**config.mk**
```make
export PLATFORM = sky130hd
export DESIGN_NAME = adder_share_arbiter
export DESIGN_NICKNAME = d
export VERILOG_FILES = /design/src/rtl/adder_share_arbiter.sv
export SDC_FILE = /design/constraint.sdc
export NUM_CORES = 1
export LEC_CHECK = 0
export ABC_AREA = 1
export BUFFER_PORTS_ARGS = -buffer_cell sky130_fd_sc_hd__buf_2
export CAP_MARGIN = 20
export CELL_PAD_IN_SITES_DETAIL_PLACEMENT = 1
export CELL_PAD_IN_SITES_GLOBAL_PLACEMENT = 1
export CORE_MARGIN = 4
export CORE_UTILIZATION = 25
export CTS_BUF_LIST = sky130_fd_sc_hd__clkbuf_8
export DETAILED_ROUTE_END_ITERATION = 8
export GPL_TIMING_DRIVEN = 0
export PLACE_DENSITY_LB_ADDON = 0.1
export SLEW_MARGIN = 20
export SYNTH_ARGS = -nofsm -noshare
export SYNTH_HDL_FRONTEND = slang
export SYNTH_SLANG_ARGS = --single-unit
```
**constraint.sdc**
```tcl
create_clock -name clk -period 4.8 [get_ports clk]
set_clock_uncertainty 0.15 [all_clocks]
set_input_delay 0.24 -clock clk [delete_from_list [all_inputs] [get_ports clk]]
set_output_delay 0.24 -clock clk [all_outputs]
set_load 0.02 [all_outputs]
```
**src/rtl/adder_share_arbiter.sv**
```systemverilog
// Round-robin front end that time-shares one external 5-bit adder across NREQ requesters.
// Latency: grant in cycle 0, resp_valid from cycle 1+SETTLE_CYCLES; resp_ready low holds the result and blocks new grants.
module adder_share_arbiter #(
   parameter int NREQ          = 4,
   parameter int IDW           = $clog2(NREQ),
   parameter int SETTLE_CYCLES = 1
) (
   input  logic              clk,
   input  logic              rst_n,
   input  logic [NREQ-1:0]   req_valid,
   output logic [NREQ-1:0]   req_ready,
   input  logic [NREQ*5-1:0] req_a,
   input  logic [NREQ*5-1:0] req_b,
   output logic              resp_valid,
   input  logic              resp_ready,
   output logic [IDW-1:0]    resp_id,
   output logic [5:0]        resp_sum,
   output logic [4:0]        add_a,
   output logic [4:0]        add_b,
   input  logic [5:0]        add_q,
   output logic              busy
);

   typedef enum logic [1:0] {
      IDLE  = 2'd0,
      ISSUE = 2'd1,
      RESP  = 2'd2
   } state_t;

   localparam logic [3:0] CNT_LAST = 4'(SETTLE_CYCLES - 1);

   state_t         state;
   state_t         state_nxt;
   logic [IDW-1:0] ptr;
   logic [IDW-1:0] win;
   logic           win_vld;
   logic           grant;
   logic [IDW-1:0] id_q;
   logic [4:0]     a_q;
   logic [4:0]     b_q;
   logic [5:0]     sum_q;
   logic [3:0]     cnt;
   logic           last_cnt;
   logic [4:0]     op_a [NREQ];
   logic [4:0]     op_b [NREQ];

   for (genvar i = 0; i < NREQ; i++) begin : g_ops
      assign op_a[i] = req_a[i*5 +: 5];
      assign op_b[i] = req_b[i*5 +: 5];
   end

   // First valid requester at or after ptr, wrapping once around.
   always_comb begin
      int idx;
      win_vld = 1'b0;
      win     = '0;
      idx     = 0;
      for (int k = 0; k < NREQ; k++) begin
         idx = int'(ptr) + k;
         if (idx >= NREQ) begin
            idx = idx - NREQ;
         end
         if (!win_vld && req_valid[IDW'(idx)]) begin
            win_vld = 1'b1;
            win     = IDW'(idx);
         end
      end
   end

   // rst_n gates the combinational grant so req_ready is 0 throughout reset.
   assign grant    = (state == IDLE) && win_vld && rst_n;
   assign last_cnt = (cnt == CNT_LAST);

   always_ff @(posedge clk or negedge rst_n) begin
      if (!rst_n) begin
         state <= IDLE;
      end else begin
         state <= state_nxt;
      end
   end

   always_comb begin
      state_nxt = state;
      case (state)
         IDLE:    if (win_vld)    state_nxt = ISSUE;
         ISSUE:   if (last_cnt)   state_nxt = RESP;
         RESP:    if (resp_ready) state_nxt = IDLE;
         default:                 state_nxt = IDLE;
      endcase
   end

   always_comb begin
      req_ready  = '0;
      add_a      = '0;
      add_b      = '0;
      resp_valid = 1'b0;
      resp_id    = '0;
      resp_sum   = '0;
      busy       = 1'b0;
      case (state)
         IDLE: begin
            if (grant) begin
               req_ready[win] = 1'b1;
            end
         end
         ISSUE: begin
            add_a = a_q;
            add_b = b_q;
            busy  = 1'b1;
         end
         RESP: begin
            resp_valid = 1'b1;
            resp_id    = id_q;
            resp_sum   = sum_q;
            busy       = 1'b1;
         end
         default: begin
            busy = 1'b0;
         end
      endcase
   end

   // Operands are latched at grant so later req_a/req_b changes cannot leak into the sum.
   always_ff @(posedge clk or negedge rst_n) begin
      if (!rst_n) begin
         ptr   <= '0;
         id_q  <= '0;
         a_q   <= '0;
         b_q   <= '0;
         sum_q <= '0;
         cnt   <= '0;
      end else begin
         if (state == IDLE && win_vld) begin
            id_q <= win;
            a_q  <= op_a[win];
            b_q  <= op_b[win];
            if (int'(win) == NREQ - 1) begin
               ptr <= '0;
            end else begin
               ptr <= win + 1'b1;
            end
         end
         if (state == ISSUE) begin
            if (last_cnt) begin
               cnt   <= '0;
               sum_q <= add_q;
            end else begin
               cnt <= cnt + 4'd1;
            end
         end
      end
   end

   a_ready_onehot : assert property (@(posedge clk) disable iff (!rst_n)
      $onehot0(req_ready));

   a_ready_idle_only : assert property (@(posedge clk) disable iff (!rst_n)
      (state != IDLE) |-> (req_ready == '0));

   a_resp_hold : assert property (@(posedge clk) disable iff (!rst_n)
      (resp_valid && !resp_ready) |=> (resp_valid && $stable(resp_id) && $stable(resp_sum)));

endmodule

```
**Yosys cells after proc, flatten, opt, wreduce, memory -nomap -nowiden**

Cells that the tools add are included.

- Output and inout bits: 24
- Bits in registers: 26
- Logic and storage cells: 94
- Input port bits: 53

- $add $sub $neg: 9
- Bitwise logic cells: 1
- Order comparisons: 11
- Equality and inequality tests: 6
- Multiplexer cells: 46
- Reduce and logical (&&, ||, !) cells: 14

Operators with widths:

| operator | count |
|---|---|
| two-way mux 5 bit | 6 |
| two-way mux 2 bit | 13 |
| binary-select mux 5 bit (select 2 bit) | 2 |
| < comparator 2 x 4 -> 1 bit (second input constant) | 4 |
| two-way mux 1 bit | 15 |
| greater-or-equal comparator 3 bit (second input constant) | 4 |
| two-way mux 4 bit | 3 |
| binary-select mux 1 bit (select 2 bit) | 4 |
| subtractor 2 x 1 -> 2 bit (second input constant) | 4 |
| adder 2 x 2 -> 3 bit (second input constant) | 2 |
| logical AND 1 bit | 6 |
| two-way mux 6 bit | 1 |
| inequality test 2 bit (second input constant) | 3 |
| one-hot mux 2 bit (3 select lines) | 1 |
| adder 4 x 1 -> 4 bit (second input constant) | 1 |
| == test 2 x 1 -> 1 bit (second input constant) | 2 |
| zero test 4 bit | 1 |
| adder 2 x 1 -> 3 bit (second input constant) | 1 |
| greater-or-equal comparator 2 x 3 -> 1 bit (second input constant) | 1 |
| zero test 1 bit | 3 |
| < comparator 2 x 3 -> 1 bit (second input constant) | 1 |
| NOT 2 -> 3 bit | 1 |
| AND reduction 3 bit | 1 |
| adder 2 x 1 -> 2 bit (second input constant) | 1 |
| other kinds (6) | 6 |

**Longest topological paths before layout**

- Depth after elaboration: 21
- Mapped depth: 17

**Worst setup path after synthesis**

OpenSTA, ideal clock, no wires.

- Path type: reg2out
- From: register ptr[0]
- To: output port req_ready[0]
- Path buffers: 2
- Cell stages (with the launch flop): 12
- Arrival: 1.829 ns
- Setup slack: 2.581 ns
- Path through: dfrtp_1 > buf_6 > inv_6 > nand2_1 > nand3_1 > nand2_2 > nor2_4 > nand3_4 > nand3_4 > inv_2 > buf_6 > nor3_1

- Longest elaborated chain between the ends: 21

RTL lines:

| element | line | source |
|---|---|---|
| from (decl) | 34 | `logic [IDW-1:0] ptr;` |
| from (signal assigned) | 140 | `ptr <= win + 1'b1;` |
| parallel branches: the longest is 19 deep, another holds adder 2 x 1 -> 3 bit | - |  |
| two-way mux 4 bit * | 102 | `if (grant) begin` |
| two-way mux 4 bit * | 100 | `case (state)` |
| to (decl) | 11 | `output logic [NREQ-1:0] req_ready,` |

Every way passes the cells marked *. The select of a mux whose other input is x is not followed.

**Worst setup path after layout**

- From: register ptr[0]
- To: output port req_ready[3]

Same word-level chain as after synthesis.

==> summary.md <==
| Metric | Value |
|---|---|
| CP Max Fanout | 10 |
| Max Slew Vio Count | 0 |
| Post-synthesis mux area share | 3.45% |
| Sw Share | 52.8% |
| Tcrit/Tclk final | 54.8% |
| Count leader, synth | nand2_1 |
| Global-route wire length before repair | 9.84 mm |
| Max Root-Sink Buffers | 2 |
| Tightest Hold Check Type | in -> reg |
| Top post-synthesis cells by area | dfrtp_1 (33%), nand2_1 (22%), nand3_1 (9.0%) |
| Min-delay src | add_q[2] |
| Critical-path cell list | buf_6 > inv_6 > nand2_1 > nand3_1 > nand2_1 > nand2_1 > nand2_1 > nand2_2 > nand3_4 > inv_2 > buf_6 > ha_1 > inv_1 > nor2_1 > buf_2 |
| Crit path DAT | 2.24 ns |
| Post-CTS resize count | 0 |
| Die area | 9300 sq um |
| Num ports | 77 |
| WP data required | 4.41 ns |
| H-tree depth | 1 |
| Final ANT Viol Nets | 0 |
| Final wirelength | 6.06 mm |
| Nets@finish | 432 |
| Setup TNS | 0 ns |
| Leakage power | 1.56 nW |
| Iteration-0 DRC Markers | 58 |
| Clk pwr share | 9.7% |
| Synth Area in Simple Gates | 41.8% |
| Total net switching power | 0.00102 W |
| Comb power frac | 71.1% |
| Compound-gate portion of the synthesized area | 3.01% |
| Core box area | 7410 sq um |
| Most used flip-flop cell after synthesis | dfrtp_1 |
| Total of max-cap violations | 0 |
| Synthesized area | 1960 sq um |
| Crit-path max cell delay | 0.39 ns |
| Diodes inserted | 0 |
| Slew HR | 55.4% |
| Async set-or-reset flop fraction in the synthesized netlist | 100% |
| All-layer global routing usage | 13.6% |
| Top cell type's share of synthesized area | 33.3% |
| Final HPWL DP | 4.78 mm |
| Reg-to-Reg Start | ptr[0] |
| CTS tree | yes |
| Root Buffer | clkbuf_8 |
| Vias in the first global route | 2119 |
| Global placer's final weighted congestion | 0.750 |
| R2r setup slk | 2.63 ns |
| Die Wd | 96.4 um |
| DR vias | 2028 |
| Pwr Total | 0.00193 W |
| Int Pwr | 0.000912 W |
| Average wire per standard cell | 12.9 um |
| Post-Synth XOR/XNOR Area | 0.896% |
| Initial antenna violation count | 0 |
| Seq pwr share | 19.2% |
| CP Class | reg -> out |
| Remaining global-route overflow | 0 |
| Largest family of logic cells by synthesized area | simple AND/OR/NAND/NOR gates |
| DRC violations left | 0 |
| Postcts setup bufs | 0 |
| Crit Reg-Reg Endpoint | ptr[1] |
| Util after Layout | 34.3% |
| Post-synthesis adder-cell area fraction | 3.84% |
| RSZ-0062 raised after global routing | false |
| TritonCTS buffer count | 3 |
| Synth Warn # | 0 |
| Synthesized net count | 350 |
| Worst Hold Endpoint | sum_q[2] |
| DRT Pass-1 Iters | 4 |
| Min Clock Period, post-route | 2.63 ns |
| Clock sink count | 26 |
| Synth-to-layout area growth | 29.9% |
| Post-synth cell types | 28 |
| Reg2Reg Depth | 13 |
| FP Rows | 31 |
| Worst VDD drop | 0.335 mV |
| Worst-path clk slew | 0.10 ns |
| Synth top cells by count | nand2_1 (113), inv_1 (44), nand3_1 (35) |
| Startpoint types | flip-flop |
| Syn avg cell area | 6.72 sq um |
| I/O Buffers | 76 |
| Slowest CP cell | dfrtp_1 |
| Peak Freq | 380 MHz |
| Final Hold Fails | 0 |
| CP endpoint kind | primary output |
| Worst-margin pin slew | 0.669 ns |
| Pwr per Cell Area | 760 nW/um^2 |
| Gate Count Post-Synth | 291 |
| Crit path top cell by count | nand2_1 |
| Hold Path Stages | 2 |
| Synthesized flop and latch total | 26 |
| Share of cells above drive strength 1 | 30.4% |
| Routed vias/inst | 4.31 |
| Sequential area share after synthesis | 33.3% |
| Vert. Die Dim | 96.4 um |
| Post-synth EDFFs | 0 |
| Post-synth top area cell | dfrtp_1 |
| Initial Util | 26.4% |
| Clk_lat worst skew | 0.27 ns |
| Final setup vio count | 0 |
| Largest net degree at the start of global routing | 28 |
| Outcome | complete, no violations |
through the flow:
step	area (sq um)	hold WS, ns	cells	worst slack (ns)
global route	2540	0.0292	471	1.92
CTS	2540	0.0293	471	2.11
global placement	2460	0.167	466	2.48
detailed placement	2460	0.166	466	2.45
finish	2540	0.0400	471	2.17
floorplan	1960	-0.206	291	2.58
area by class of cell:
class	instances	area [sq um]
Buffer	11	75.1
Clock buffer	3	41.3
Clock inverter	1	30.0
Fill cell	1006	4870
Inverter	50	193
Multi-Input combinational cell	204	1040
Sequential cell	26	651
Tap cell	99	124
Timing Repair Buffer	77	390
sequential cells by signal (all words and copies together), names as in the netlist:
signal and count:
a_q 5, b_q 5, cnt 4, id_q 2
ptr 2, state 2, sum_q 6
cell families after synthesis:
group	after synthesis
compound gates	11
fa+ha+maj	6
mux	6
buf+inv	61
flops	26
xor+xnor	2
simple gates	179
placed cells by master, fill, tap and decap left out:
| cell | count |
|---|---|
| a22oi_1 | 1 |
| nand3_2 | 2 |
| nor2_4 | 2 |
| dfrtp_1 | 26 |
| buf_2 | 79 |
| or2_0 | 1 |
| nand2_1 | 113 |
| dlygate4sd3_1 | 1 |
| bufinv_16 | 1 |
| nand4_1 | 2 |
| clkbuf_1 | 3 |
| buf_4 | 2 |
| nand2_2 | 4 |
| inv_1 | 44 |
| or2_2 | 2 |
| inv_2 | 5 |
| a31oi_1 | 1 |
| inv_6 | 1 |
| clkbuf_8 | 3 |
| or2_1 | 6 |
| o21ai_0 | 7 |
| nand3_4 | 2 |
| mux2_2 | 6 |
| nor2_1 | 6 |
| nor3_1 | 3 |
| nand3_1 | 35 |
| o21ai_1 | 2 |
| buf_6 | 3 |
| xor2_1 | 2 |
| nor3_2 | 1 |
| ha_1 | 6 |
power groups by stage:
stage	combinational (W)	clock, W	sequential [W]
after CTS	0.00142	0.000198	0.000371
final	0.00137	0.000188	0.000370
after floorplan	0.00104	0	0.000363
after global routing	0.00158	0.000205	0.000385
after detailed placement	0.00141	0	0.000376
after global placement	0.00138	0	0.000372
how the worst max path moves through the flow:
stage,from,to,slack (ns),depth (start not counted)
after floorplan,ptr[0],req_ready[0],2.58,11
after global placement,ptr[0],req_ready[3],2.48,15
after detailed placement,ptr[0],req_ready[3],2.45,15
after CTS,ptr[0],req_ready[3],2.11,15
after global routing,ptr[0],req_ready[3],1.92,15
final,ptr[0],req_ready[3],2.17,15
worst max-delay path: cells and delay by family (launching register included):
kind / cells / cell delay, ns
adders and majority gates: 1 / 0.15
and+or+nand+nor: 8 / 0.73
buffers and inverters: 6 / 0.68
DFF: 1 / 0.39
layer usage:
layer  track usage (%)  share of wire (%)  vias to the layer above
li1                  -                  -                     1052
met3              2.09                4.2                        4
met1              18.0                 47                      928
met2              23.5                 48                       44
met4              2.80                1.2                        0
met5                 0                  0                        -
repair_timing:
action,4_1_cts,5_1_grt
setup endpoints to repair,0,0
hold buffers,1,0
endpoints found under the hold margin,26,0
No activity file was read; power rests on OpenSTA's default activity.
